$ cat config.mk
export PLATFORM = sky130hd
export DESIGN_NAME = line_steer_ctrl
export DESIGN_NICKNAME = d
export VERILOG_FILES = /design/src/rtl/line_steer_ctrl.sv
export SDC_FILE = /design/constraint.sdc
export NUM_CORES = 1
export LEC_CHECK = 0
export CAP_MARGIN = 20
export CORE_MARGIN = 5
export CORE_UTILIZATION = 65
export DETAILED_ROUTE_END_ITERATION = 16
export PLACE_DENSITY_LB_ADDON = 0.05
export SKIP_LAST_GASP = 1
export SLEW_MARGIN = 20
export SYNTH_ARGS = -nofsm -noshare
export SYNTH_HDL_FRONTEND = slang
export SYNTH_SLANG_ARGS = --single-unit
$ cat constraint.sdc
create_clock -name clk -period 4.6 [get_ports clk]
set_input_delay 0.92 -clock clk [delete_from_list [all_inputs] [get_ports clk]]
set_output_delay 0.92 -clock clk [all_outputs]
set_load 0.05 [all_outputs]
$ cat src/rtl/line_steer_ctrl.sv
// line_steer_ctrl: line-follower steering controller.
// Raw active-low sensors are synchronised, inverted and debounced per bit;
// the debounced vector is decoded into a steering state that drives a
// registered {turn, mode} command on dir (mirrored on led).
// Optional feature: define LINE_STEER_SEARCH_EN to pivot toward the last
// known side when the line is lost, giving up to STOP after SEARCH_CYCLES.
//
// state    | meaning
// ---------+--------------------------------------------------------
// STOP   0 | halted (conflict, lost line, or reset)
// FOLLOW 1 | both centre sensors on line, drive straight
// VEER_L 2 | left centre only, gentle left (hard after HARD_CYCLES)
// VEER_R 3 | right centre only, gentle right (hard after HARD_CYCLES)
// TURN_L 4 | outer left seen, pivot left for at least CORNER_CYCLES
// TURN_R 5 | outer right seen, pivot right for at least CORNER_CYCLES
// SEARCH 6 | line lost, pivot toward last side (optional feature)
module line_steer_ctrl #(
    parameter int N_SENS        = 4,
    parameter int DEB_CYCLES    = 12_500_000,
    parameter int CORNER_CYCLES = 50_000_000,
    parameter int HARD_CYCLES   = 25_000_000,
    parameter int SEARCH_CYCLES = 100_000_000
) (
    input  logic              clk,
    input  logic              rst,
    input  logic [N_SENS-1:0] sens_n,
    output logic [3:0]        dir,
    output logic [3:0]        led,
    output logic [N_SENS-1:0] line,
    output logic [2:0]        state
);

    localparam int DW = $clog2(DEB_CYCLES + 1);
    localparam logic [DW-1:0] DEB_LAST = DW'(DEB_CYCLES - 1);

    // One shared state timer, wide enough for the longest interval.
    localparam int T_A   = (CORNER_CYCLES > HARD_CYCLES) ? CORNER_CYCLES : HARD_CYCLES;
    localparam int T_MAX = (SEARCH_CYCLES > T_A) ? SEARCH_CYCLES : T_A;
    localparam int TW    = $clog2(T_MAX + 1);
    localparam logic [TW-1:0] TMR_SAT     = '1;
    localparam logic [TW-1:0] HARD_LAST   = TW'(HARD_CYCLES - 1);
    localparam logic [TW-1:0] CORNER_LAST = TW'(CORNER_CYCLES - 1);
`ifdef LINE_STEER_SEARCH_EN
    localparam logic [TW-1:0] SEARCH_LAST = TW'(SEARCH_CYCLES - 1);
`endif

    typedef enum logic [2:0] {
        S_STOP   = 3'd0,
        S_FOLLOW = 3'd1,
        S_VEER_L = 3'd2,
        S_VEER_R = 3'd3,
        S_TURN_L = 3'd4,
        S_TURN_R = 3'd5
`ifdef LINE_STEER_SEARCH_EN
        , S_SEARCH = 3'd6
`endif
    } st_t;

    logic [N_SENS-1:0] sync1, sync2;
    logic [DW-1:0]     deb_cnt [N_SENS];
    logic [TW-1:0]     tmr;
    st_t               st, nxt, dec_st, lost_st;
    logic              cl, cr, ol, orr, lost;
    logic              veer_hard;
`ifdef LINE_STEER_SEARCH_EN
    logic              srch_r;
    logic              srch_side;
`endif

    // Two-flop synchroniser; inversion at the input so reset means "no line".
    always_ff @(posedge clk) begin
        if (rst) begin
            sync1 <= '0;
            sync2 <= '0;
        end else begin
            sync1 <= ~sens_n;
            sync2 <= sync1;
        end
    end

    // Per-bit debounce: line flips after DEB_CYCLES consecutive disagreements.
    always_ff @(posedge clk) begin
        if (rst) begin
            line <= '0;
            for (int i = 0; i < N_SENS; i++) deb_cnt[i] <= '0;
        end else begin
            for (int i = 0; i < N_SENS; i++) begin
                if (sync2[i] == line[i]) begin
                    deb_cnt[i] <= '0;
                end else if (deb_cnt[i] >= DEB_LAST) begin
                    line[i]    <= sync2[i];
                    deb_cnt[i] <= '0;
                end else begin
                    deb_cnt[i] <= deb_cnt[i] + DW'(1);
                end
            end
        end
    end

    assign cl   = line[N_SENS/2-1];
    assign cr   = line[N_SENS/2];
    assign ol   = |line[N_SENS/2-2:0];
    assign orr  = |line[N_SENS-1:N_SENS/2+1];
    assign lost = ~|line;

    // Priority decode of the debounced sensor groups (LOST handled apart).
    always_comb begin
        dec_st = S_STOP;
        if (ol && orr)     dec_st = S_STOP;
        else if (ol)       dec_st = S_TURN_L;
        else if (orr)      dec_st = S_TURN_R;
        else if (cl && cr) dec_st = S_FOLLOW;
        else if (cl)       dec_st = S_VEER_L;
        else if (cr)       dec_st = S_VEER_R;
    end

    // Where a lost line leads from the current state.
    always_comb begin
        lost_st = S_STOP;
`ifdef LINE_STEER_SEARCH_EN
        if (st == S_VEER_L || st == S_TURN_L || st == S_VEER_R || st == S_TURN_R)
            lost_st = S_SEARCH;
        else if (st == S_SEARCH)
            lost_st = S_SEARCH;
`endif
    end

    // Next-state selection.
    always_comb begin
        nxt = st;
        case (st)
            S_STOP:
                if (!lost && dec_st != S_STOP) nxt = dec_st;
            S_FOLLOW, S_VEER_L, S_VEER_R:
                nxt = lost ? lost_st : dec_st;
            S_TURN_L, S_TURN_R:
                if (tmr >= CORNER_LAST) begin
                    if (lost)                    nxt = lost_st;
                    else if (dec_st == S_STOP)   nxt = S_STOP;
                    else if (dec_st == S_FOLLOW) nxt = S_FOLLOW;
                end
`ifdef LINE_STEER_SEARCH_EN
            S_SEARCH:
                if (!lost)                    nxt = dec_st;
                else if (tmr >= SEARCH_LAST)  nxt = S_STOP;
`endif
            default:
                nxt = S_STOP;
        endcase
    end

    assign veer_hard = (nxt == st) && (tmr >= HARD_LAST);

`ifdef LINE_STEER_SEARCH_EN
    // Side to pivot while searching: captured on entry, held afterwards.
    assign srch_side = (nxt == S_SEARCH && st != S_SEARCH) ?
                       (st == S_VEER_R || st == S_TURN_R) : srch_r;
`endif

    // State, timer and registered steering command.
    always_ff @(posedge clk) begin
        if (rst) begin
            st  <= S_STOP;
            tmr <= '0;
            dir <= 4'b1111;
`ifdef LINE_STEER_SEARCH_EN
            srch_r <= 1'b0;
`endif
        end else begin
            st <= nxt;
            if (nxt != st)         tmr <= '0;
            else if (tmr != TMR_SAT) tmr <= tmr + TW'(1);
`ifdef LINE_STEER_SEARCH_EN
            srch_r <= srch_side;
`endif
            case (nxt)
                S_FOLLOW: dir <= 4'b0000;
                S_VEER_L: dir <= {2'b01, veer_hard ? 2'b10 : 2'b01};
                S_VEER_R: dir <= {2'b10, veer_hard ? 2'b10 : 2'b01};
                S_TURN_L: dir <= 4'b0111;
                S_TURN_R: dir <= 4'b1011;
`ifdef LINE_STEER_SEARCH_EN
                S_SEARCH: dir <= {srch_side ? 2'b10 : 2'b01, 2'b11};
`endif
                default:  dir <= 4'b1111;
            endcase
        end
    end

    assign led   = dir;
    assign state = st;

endmodule

* After elaboration in Yosys (flattened, before gate mapping)
Memory sizes are Yosys's and may differ from the RTL's.
Cells that the tools add are included.
** Word-level totals
- Bits in registers :: 46
- Output and inout bits :: 15
- Logic and storage cells :: 144
- Bits of input ports :: 6
- Bits in writable memories :: 96
- Memories kept :: 1
** Memories
- deb_cnt :: depth 4, bits a word 24, read ports 4, clocked after Yosys merged registers in 0, wr ports 4, RTL line 60 : logic [DW-1:0] deb_cnt [N_SENS];
** Operators by class
- Equal/unequal tests :: 18
- $lt $le $gt $ge :: 6
- Muxes and demuxes :: 73
- $add $sub $neg :: 5
- Reductions and logical operators :: 15
- Bitwise gates (word level) :: 17
** Operator list (number)
- $mux 24 :: 12
- $add 24x1->24 const B :: 4
- $ge 24x24->1 const B :: 4
- $mux 1 :: 46
- $add 27x1->27 const B :: 1
- $ge 27x25->1 const B :: 1
- $ge 27x26->1 const B :: 1
- $mux 3 :: 9
- $ne 27x27->1 const B :: 1
- $pmux 4 s5 :: 1
- $eq 3x2->1 const B :: 4
- $eq 3x3->1 const B :: 4
- $or 1x1->1 :: 12
- $eq 3x1->1 const B :: 3
- $pmux 3 s3 :: 1
- $mux 2 :: 4
- $reduce_and 2->1 :: 4
- $logic_not 3->1 :: 2
- $eq 1x1->1 :: 4
- $logic_and 1x1->1 :: 4
- $not 1->1 :: 4
- $not 4->4 :: 1
- $reduce_or 2->1 :: 2
- $reduce_or 4->1 :: 1
- 4 further kinds :: 4

* Depth between registers and ports, before layout
Gate-level depths: netlist (run 1).
- Depth in word-level cells :: 16
- Mapped depth :: 9
- Mapped depth without buffers :: 7

* Least setup slack after synthesis (run 1)
Ideal clock, no wire load.
- Path kind :: reg2reg
- Start point :: register line[3]
- End point :: register tmr[24]
- Setup time :: 0.065 ns
- Required time :: 4.535 ns
- Path buffers :: 1
- Cell stages (with the launch flop) :: 8
- Slack :: 2.253 ns
- Period minus slack after synthesis :: 2.347 ns
- Data arrival time :: 2.283 ns
- Cell sequence :: dfxtp_1 -> ha_1 -> or3_1 -> nor3_2 -> xnor2_1 -> nand4_2 -> buf_2 -> nor2_1
** On the way
- Word-level cells in the longest chain between the ends :: 11
- Elaborated cells on any way between the ends :: 18
- Classes of those cells :: eq/ne (2); mux (10); reduce/logical (6)
** RTL lines
- start: declaration :: RTL line 29 : output logic [N_SENS-1:0] line,
- start signal: indexed assignment :: RTL line 91 : line[i] <= sync2[i];
- $mux 3 :: RTL line 111 : else if (orr) dec_st = S_TURN_R;
- $mux 3 :: RTL line 110 : else if (ol) dec_st = S_TURN_L;
- $mux 3 :: RTL line 109 : if (ol && orr) dec_st = S_STOP;
- $eq 3x1->1 :: RTL line 140 : else if (dec_st == S_FOLLOW) nxt = S_FOLLOW;
- $mux 3 :: RTL line 140
- $mux 3 :: RTL line 139 : else if (dec_st == S_STOP) nxt = S_STOP;
- $mux 3 :: RTL line 138 : if (lost) nxt = lost_st;
- $mux 3 :: RTL line 137 : if (tmr >= CORNER_LAST) begin
- $pmux 3 s3 (*) :: RTL line 131 : case (st)
- $ne 3x3->1 (*) :: RTL line 171 : if (nxt != st) tmr <= '0;
- $reduce_or 2->1 (no source line) (*)
- end signal: assignment :: RTL line 172 : else if (tmr != TMR_SAT) tmr <= tmr + TW'(1);
- end: declaration :: RTL line 61 : logic [TW-1:0] tmr;
Every way passes the cells marked *; elsewhere a longest branch is shown, timed or not.
A chain may end at the register's enable or synchronous reset.

* Worst setup path in the final report (run 1)
- Start point :: register line[0]
- End point :: register tmr[8]
** On the way
- Word-level cells in the longest chain between the ends :: 10
- Elaborated cells on any way between the ends :: 17
- Classes of those cells :: eq/ne (2); mux (9); reduce/logical (6)
** RTL lines (RTL line)
- $mux 3 / $logic_and 1x1->1 (equally long branches) :: 110, 109
- $mux 3 :: 109
- $eq 3x1->1 :: 140
- $mux 3 :: 140
- $mux 3 :: 139
- $mux 3 :: 138
- $mux 3 :: 137
- $pmux 3 s3 (*) :: 131
- $ne 3x3->1 (*) :: 171
- $reduce_or 2->1 (no source line) (*)
Marks and branches as above.

==> Implementation_results.wiki, run 1 <==
{| class="wikitable"
! Metric !! Value
|-
| Asr flop ratio synth || 0%
|-
| Combinational family with the most area after synthesis || simple AND/OR/NAND/NOR gates
|-
| Synthesized area || 0.00738 mm^2
|-
| Number of gates on the worst path with buffers counted || 6
|-
| Via count of the first global-routing pass || 5448
|-
| Die Width || 117 um
|-
| Post-synthesis share of cell area spent on and, or, nand and nor gates || 26.2%
|-
| Routed via count divided by cell count || 5.52
|-
| Number of diodes || 0
|-
| Pin count of the biggest net entering global routing || 28
|-
| Instance area after placement || 0.00800 mm^2
|-
| Total GRT Usage || 22.6%
|-
| CTS root buffer || sky130_fd_sc_hd__clkbuf_16
|-
| Clock group share of total power || 45.5%
|-
| Synth area leader || sky130_fd_sc_hd__edfxtp_1
|-
| Clk sinks || 142
|-
| Placed wire-length estimate || 9970 um
|-
| Via Count || 5632
|-
| Number of buffers and inverters on the critical path || 0
|-
| Power, Total || 0.00288 W
|-
| Synth Area in XOR/XNOR || 13.4%
|-
| Peak clock frequency supported by timing || 343 MHz
|-
| Leak Pwr || 3.02 nW
|-
| Count of state elements after synthesis || 142
|-
| Dominant delay contributor by cell family on the critical path || simple AND/OR/NAND/NOR gates
|-
| Proportion of power drawn by flip-flops and latches || 50.5%
|-
| Top cell type's share of synthesized area || 39.1%
|-
| Antenna violations before repair || 0
|-
| Remaining global-route overflow || 0
|-
| Maximum vdd drop || 222 uV
|-
| Fin. Hold Viols || 0
|-
| Internal power summed over all cells || 0.00225 W
|-
| Post-detailed-routing wire length || 14300 um
|-
| Classification of the worst setup path || reg -> reg
|-
| Fraction of the mapped netlist area in adder cells || 1.02%
|-
| Least-Margin Pin Slew || 0.842 ns
|-
| Post-detailed-route DRC marker count || 0
|-
| Stage delay of the slowest cell on the critical path || 0.58 ns
|-
| Number of nets still failing antenna checks after routing || 0
|-
| Number of post-CTS setup repair buffers || 0
|-
| Die Outline Area || 0.0136 mm^2
|-
| Top cells by area, synth || sky130_fd_sc_hd__edfxtp_1 39%, sky130_fd_sc_hd__dfxtp_1 12%, sky130_fd_sc_hd__nor2_1 8.3%, sky130_fd_sc_hd__xor2_1 6.9%, sky130_fd_sc_hd__xnor2_1 6.5%
|-
| Post-Route Setup TNS || 0 ns
|-
| Cell row count || 39
|-
| Number of gates resized after cts || 0
|-
| Initial Util || 65.5%
|-
| Number of buffers created by CTS || 17
|-
| Ordered cell list for the critical path || ha_1 -> or3_1 -> nor3_2 -> xnor2_1 -> nand4_2 -> a311oi_2
|-
| Required arrival time at the worst endpoint || 4.92 ns
|-
| Number of setup violations in the final report || 0
|-
| Die height || 117 um
|-
| Setup slack at placement || 1.48 ns
|-
| Number of synthesized flops with an enable pin || 96
|-
| Per-cell routed wire length || 14.0 um
|-
| Synth-to-Final Area Change || 16.1%
|-
| Non-filler instance count after layout || 1020
|-
| Count of placed standard cells including taps || 988
|-
| Tightest Hold Check Type || reg -> reg
|-
| Maximum level of the CTS H-tree || 4
|-
| Placeable core region || 0.0113 mm^2
|-
| Post-synthesis cell type count || 56
|-
| # IOs || 21
|-
| Clock latency at the later pin of the worst-skew pair || 0.43 ns
|-
| Crit share post-route || 63.3%
|-
| Beginning of the worst register-to-register path || line[0]$_SDFFE_PP0P_
|-
| CTS Buffer Depth || 2
|-
| Beginning of the critical path || line[0]$_SDFFE_PP0P_
|-
| Register-to-register setup slack || 1.69 ns
|-
| Worst path arrival time || 3.23 ns
|-
| Number of optimization iterations in the first detailed-route pass || 4
|-
| Synthesized instance count || 755
|-
| Ratio of total power to cell area || 336 mW/mm^2
|-
| Crit Path Max Fanout || 27
|-
| Type of element capturing the critical path || flip-flop
|-
| Complex-gate fraction of the synthesized area || 4.75%
|-
| Fraction of final layout cells with drive strength greater than 1 || 4.56%
|-
| Cts hold-fix bufs || 0
|-
| Worst setup skew after layout || 0.0129 ns
|-
| Share of synthesized area occupied by flip-flops and latches || 51.5%
|-
| Commonest register cell after synthesis || sky130_fd_sc_hd__edfxtp_1
|-
| Reg-to-reg critical path endpoint || tmr[8]$_SDFFE_PP0P_
|-
| Final net count || 876
|-
| Count of max-cap constraint violations || 0
|-
| Yosys warns || 0
|-
| Logic depth of the worst register-to-register path || 6
|-
| Final std cell area, no fill || 0.00857 mm^2
|-
| Clock slew seen by the registers of the worst setup and hold paths || 0.06 ns
|-
| Number of input and output port buffers inserted || 20
|-
| Min Clock Period, post-route || 2.91 ns
|-
| Share of power burned in combinational logic || 3.9%
|-
| Termination of the worst setup path || tmr[8]$_SDFFE_PP0P_
|-
| Status || finished clean
|-
| RSZ-0062 raised after global routing || no
|-
| Proportion of synthesized area in mux cells || 0.678%
|-
| Wire length of the first global-routing pass || 24500 um
|-
| Slowest cell on the critical path || sky130_fd_sc_hd__nand4_2
|-
| Min setup slack post-route || 1.69 ns
|-
| Final weighted congestion in routability-driven placement || 0.854
|-
| Final number of max-transition violations || 0
|-
| Sw power || 0.000628 W
|-
| CTS tree || built
|-
| Worst slew margin relative to its limit || 43.4%
|-
| Sort of element at the start of the critical path || flip-flop
|-
| Switching share of power || 21.8%
|-
| Post-synthesis average cell area || 9.77 um^2
|-
| Drt initial violations || 349
|}
-- flip-flops by register name (all words and copies together) (netlist names) --
signal and count:
dir 4, sync2 4, state 3, tmr 27
sync1 4, deb_cnt 96, line 4
-- cell type report --
class                   count  area [um^2]
multi-input cells         668         3760
inverters                  14         52.6
clock buffers              21          483
fillers                   807         2700
well taps                 143          179
clock inverters            11         87.6
flip-flops and latches    142         3800
repair buffers             21          208
-- stage by stage --
stage          hold slack, ns  utilization, %
6_report                0.443            76.0
5_1_grt                 0.460            76.0
4_1_cts                 0.450            76.0
3_5_place_dp            0.437            71.0
2_1_floorplan           0.414               -
3_3_place_gp            0.421            71.0
-- cell families after synthesis --
group | count (synthesis)
AND/OR/NAND/NOR | 396
AO/OA/AOI/OAI | 52
other | 1
buffers and inverters | 40
adder cells (fa/ha/maj) | 6
flip-flops | 142
XOR/XNOR | 113
multiplexers | 5
-- Yosys cell counts (all sizes together) (6+ instances only) --
cell type,n
nand3,45
nand4,35
and2,6
ha,6
and3,22
o21ai,11
inv,14
a31oi,8
and4,11
nor3,22
nor2,163
dfxtp,46
nand2,55
xor2,58
nor4,15
xnor2,55
edfxtp,96
a21oi,11
buf,8
clkbuf,18
-- power by group through the flow --
stage                     sequential (W)  clock (W)  combinational, W
after floorplan                  0.00147          0         0.0000877
after global placement           0.00148          0          0.000106
after detailed placement         0.00148          0          0.000110
after CTS                        0.00145    0.00132          0.000112
after global routing             0.00146    0.00139          0.000129
final                            0.00145    0.00131          0.000114
-- worst min-delay path by stage --
stage,depth (start not counted),startpoint,slack [ns],to
after CTS,1,sync1[3]$_SDFF_PP0_,0.45,sync2[3]$_SDFF_PP0_
final,1,sync1[3]$_SDFF_PP0_,0.44,sync2[3]$_SDFF_PP0_
after global routing,1,sync1[0]$_SDFF_PP0_,0.46,sync2[0]$_SDFF_PP0_
after global placement,1,sync1[0]$_SDFF_PP0_,0.42,sync2[0]$_SDFF_PP0_
after detailed placement,1,sync1[3]$_SDFF_PP0_,0.44,sync2[3]$_SDFF_PP0_
after floorplan,1,sync1[0]$_SDFF_PP0_,0.41,sync2[0]$_SDFF_PP0_
-- layer usage --
metal	routed length (um)	global-route usage [%]	vias to the layer above
li1	-	-	2815
met1	6250	27.9	2695
met3	606	5.13	23
met4	234	9.10	0
met2	7210	38.5	99
met5	0	0	-
-- worst reg2reg max path, delay by kind of cell (launching register included) --
kind	cells	cell delay, ns
AO/OA/AOI/OAI	1	0.42
flip-flops	1	0.42
AND/OR/NAND/NOR	3	1.44
XOR/XNOR	1	0.20
adder cells (fa/ha/maj)	1	0.32
-- placed cells by master, fill, tap and decap left out, types with 3 or more instances in the layout --
| cell type | instances |
|---|---|
| sky130_fd_sc_hd__nor2_1 | 163 |
| sky130_fd_sc_hd__edfxtp_1 | 96 |
| sky130_fd_sc_hd__conb_1 | 96 |
| sky130_fd_sc_hd__xor2_1 | 58 |
| sky130_fd_sc_hd__xnor2_1 | 55 |
| sky130_fd_sc_hd__nand2_1 | 55 |
| sky130_fd_sc_hd__dfxtp_1 | 46 |
| sky130_fd_sc_hd__nand3_1 | 44 |
| sky130_fd_sc_hd__nand4_1 | 34 |
| sky130_fd_sc_hd__and3_1 | 22 |
| sky130_fd_sc_hd__nor3_1 | 21 |
| sky130_fd_sc_hd__clkdlybuf4s50_1 | 20 |
| sky130_fd_sc_hd__clkbuf_16 | 19 |
| sky130_fd_sc_hd__inv_1 | 14 |
| sky130_fd_sc_hd__nor4_1 | 14 |
| sky130_fd_sc_hd__o21ai_0 | 11 |
| sky130_fd_sc_hd__a21oi_1 | 11 |
| sky130_fd_sc_hd__and4_1 | 11 |
| sky130_fd_sc_hd__a31oi_1 | 8 |
| sky130_fd_sc_hd__ha_1 | 6 |
| sky130_fd_sc_hd__clkinv_2 | 6 |
| sky130_fd_sc_hd__nor2b_1 | 5 |
| sky130_fd_sc_hd__and2_1 | 5 |
| sky130_fd_sc_hd__mux2i_1 | 5 |
| sky130_fd_sc_hd__or3_1 | 4 |
| sky130_fd_sc_hd__or4_1 | 3 |
| sky130_fd_sc_hd__o211ai_1 | 3 |
Note: power is estimated with default switching activity, not from simulation.
==> run 2, diff against run 1 <==
Settings changed: CORE_UTILIZATION 65 to 62.
Clock period 4.6 ns to 3.05 ns, I/O delays scaled along.
==> Implementation_results.wiki, run 2 (synthesis gave the netlist of run 1 again) <==
{| class="wikitable"
! Metric !! Value
|-
| Status || finished clean
|-
| Worst path arrival time || 3.08 ns (-0.15 ns)
|-
| Die height || 119 um (+2.2%)
|-
| Maximum vdd drop || 434 uV (+95%)
|-
| CTS tree || built
|-
| Leak Pwr || 3.07 nW (+1.9%)
|-
| Type of element capturing the critical path || flip-flop
|-
| Pin count of the biggest net entering global routing || 28 (unchanged)
|-
| Number of buffers created by CTS || 17 (unchanged)
|-
| Number of diodes || 0 (unchanged)
|-
| Initial Util || 63.8% (-1.7 points)
|-
| Number of setup violations in the final report || 0 (unchanged)
|-
| Cell row count || 39 (unchanged)
|-
| Dominant delay contributor by cell family on the critical path || simple AND/OR/NAND/NOR gates
|-
| Number of gates resized after cts || 0 (unchanged)
|-
| Stage delay of the slowest cell on the critical path || 0.64 ns (+0.06 ns)
|-
| Antenna violations before repair || 0 (unchanged)
|-
| RSZ-0062 raised after global routing || no
|-
| Post-Route Setup TNS || 0 ns (unchanged)
|-
| Commonest cells after routing, fill and taps aside || 163 x sky130_fd_sc_hd__nor2_1, 96 x sky130_fd_sc_hd__edfxtp_1, 96 x sky130_fd_sc_hd__conb_1
|-
| Drt initial violations || 351 (+0.57%)
|-
| Tightest hold margin || 0.445 ns (+0.00231 ns)
|-
| Flip-flop count of the largest register after layout || 96 (unchanged)
|-
| Die Width || 119 um (+2.2%)
|-
| Sort of element at the start of the critical path || flip-flop
|-
| Placed wire-length estimate || 9410 um (-5.7%)
|-
| Final number of max-transition violations || 0 (unchanged)
|-
| Worst setup skew after layout || 0.0104 ns (-0.00248 ns)
|-
| Min setup slack post-route || 0.290 ns (-1.40 ns)
|-
| Clock slew seen by the registers of the worst setup and hold paths || 0.06 ns (about the same)
|-
| Number of buffers and inverters on the critical path || 0 (unchanged)
|-
| Die Outline Area || 0.0142 mm^2 (+4.4%)
|-
| Post-detailed-routing wire length || 13500 um (-5.6%)
|-
| Tightest Hold Check Type || reg -> reg
|-
| CTS Buffer Depth || 2 (unchanged)
|-
| Via Count || 5546 (-1.5%)
|-
| Post-detailed-route DRC marker count || 0 (unchanged)
|-
| Remaining global-route overflow || 0 (unchanged)
|-
| Per-cell routed wire length || 13.2 um (-5.8%)
|-
| Setup slack at placement || 0.275 ns (-1.21 ns)
|-
| Fin. Hold Viols || 0 (unchanged)
|-
| Total GRT Usage || 19.7% (-2.9 points)
|-
| Number of nets still failing antenna checks after routing || 0 (unchanged)
|-
| FF+latch area || 0.00380 mm^2 (unchanged)
|-
| Number of input and output port buffers inserted || 20 (unchanged)
|-
| Clock latency at the later pin of the worst-skew pair || 0.42 ns (about the same)
|-
| Cts hold-fix bufs || 0 (unchanged)
|-
| Slowest cell on the critical path || sky130_fd_sc_hd__nand4_2
|-
| Crit share post-route || 90.5% (+27 points)
|-
| Ordered cell list for the critical path || ha_1 -> or4_1 -> nand3_1 -> o2bb2ai_1 -> nand4_2 -> a311oi_2
|-
| Final weighted congestion in routability-driven placement || 0.847 (-0.73%)
|-
| Routed via count divided by cell count || 5.42 (-1.8%)
|-
| Worst slew margin relative to its limit || 45.9% (+2.5 points)
|-
| Number of post-CTS setup repair buffers || 0 (unchanged)
|-
| Filler cells || 831 (+3.0%)
|-
| Maximum level of the CTS H-tree || 4 (unchanged)
|-
| Least-Margin Pin Slew || 0.804 ns (-0.0373 ns)
|-
| Peak clock frequency supported by timing || 362 MHz (+5.5%)
|-
| Placeable core region || 0.0116 mm^2 (+2.6%)
|-
| Count of max-cap constraint violations || 0 (unchanged)
|-
| Via count of the first global-routing pass || 5403 (-0.83%)
|-
| CTS root buffer || sky130_fd_sc_hd__clkbuf_16
|-
| Largest registers || deb_cnt (96), tmr (27)
|-
| Clk sinks || 142 (unchanged)
|-
| Synth-to-Final Area Change || 17.3%
|-
| Final net count || 879 (+0.34%)
|-
| # IOs || 21 (unchanged)
|-
| Crit Path Max Fanout || 27 (unchanged)
|-
| Number of optimization iterations in the first detailed-route pass || 4 (unchanged)
|-
| Wire length of the first global-routing pass || 23100 um (-5.5%)
|-
| Ratio of total power to cell area || 520 mW/mm^2 (+55%)
|-
| Required arrival time at the worst endpoint || 3.37 ns (-1.55 ns)
|-
| Largest Register || deb_cnt
|-
| Footprint of the multi-input gates || 0.00376 mm^2 (unchanged)
|-
| Classification of the worst setup path || reg -> reg
|-
| Fraction of final layout cells with drive strength greater than 1 || 5.11% (+0.55 points)
|-
| Most common library cell in the layout ignoring fill and taps || sky130_fd_sc_hd__nor2_1
|-
| Min Clock Period, post-route || 2.76 ns (-0.152 ns)
|}
==> run 2: cell types whose count changed in the layout (fill, tap and decap cells not counted) <==
cell	change
sky130_fd_sc_hd__clkinv_2	-2
sky130_fd_sc_hd__clkbuf_1	-2
sky130_fd_sc_hd__clkinvlp_4	-2
sky130_fd_sc_hd__buf_4	+3
sky130_fd_sc_hd__clkinv_4	-1
sky130_fd_sc_hd__inv_4	+2
sky130_fd_sc_hd__clkbuf_16	+2
sky130_fd_sc_hd__clkbuf_8	+3
==> run 2: worst reg2reg max path, stage by stage, from the launching register on <==
cell                        delay, ns
sky130_fd_sc_hd__dfxtp_1         0.41
sky130_fd_sc_hd__ha_1            0.30
sky130_fd_sc_hd__or4_1           0.58
sky130_fd_sc_hd__nand3_1         0.12
sky130_fd_sc_hd__o2bb2ai_1       0.18
sky130_fd_sc_hd__nand4_2         0.64
sky130_fd_sc_hd__a311oi_2        0.44
==> run 2: metal layers <==
metal | global-route usage, % | up-vias | share of wire [%]
met5 | 0 | - | 0
met4 | 7.31 | 0 | 1.5
met3 | 5.45 | 24 | 4.0
met2 | 33.4 | 100 | 49
met1 | 23.9 | 2610 | 46
li1 | - | 2812 | -
==> run 2: power by group <==
part	switching, W	internal (W)
registers	0.0000690	0.00212
logic	0.000104	0.0000670
clock network	0.000768	0.00137
total	0.000941	0.00356
==> run 2: path summary, 6_finish.rpt <==
kind / from / to / slack, ns / cells after the start
setup / recovery: line[0]$_SDFFE_PP0P_ / tmr[8]$_SDFFE_PP0P_ / 0.29 / 6
hold reg to reg: sync1[0]$_SDFF_PP0_ / sync2[0]$_SDFF_PP0_ / 0.45 / 1
setup reg to reg: line[0]$_SDFFE_PP0P_ / tmr[8]$_SDFFE_PP0P_ / 0.29 / 6
hold / removal: sync1[0]$_SDFF_PP0_ / sync2[0]$_SDFF_PP0_ / 0.45 / 1
==> run 2: cell type report <==
type / count / share of cell area (%)
multi-input cells: 668 / 43.4
well taps: 143 / 2.07
repair buffers: 24 / 2.66
flip-flops and latches: 142 / 43.9
inverters: 14 / 0.607
clock inverters: 8 / 0.766
clock buffers: 24 / 6.55
==> run 2: through the flow <==
stage               std cells  power [W]  area, um^2  util [%]
floorplan                 850    0.00235        7740         -
detailed placement        991    0.00240        8020      69.4
CTS                      1023    0.00454        8660      74.8
global route             1023    0.00466        8660      74.8
finish                   1023    0.00450        8660      74.8
global placement          991    0.00239        8020      69.4
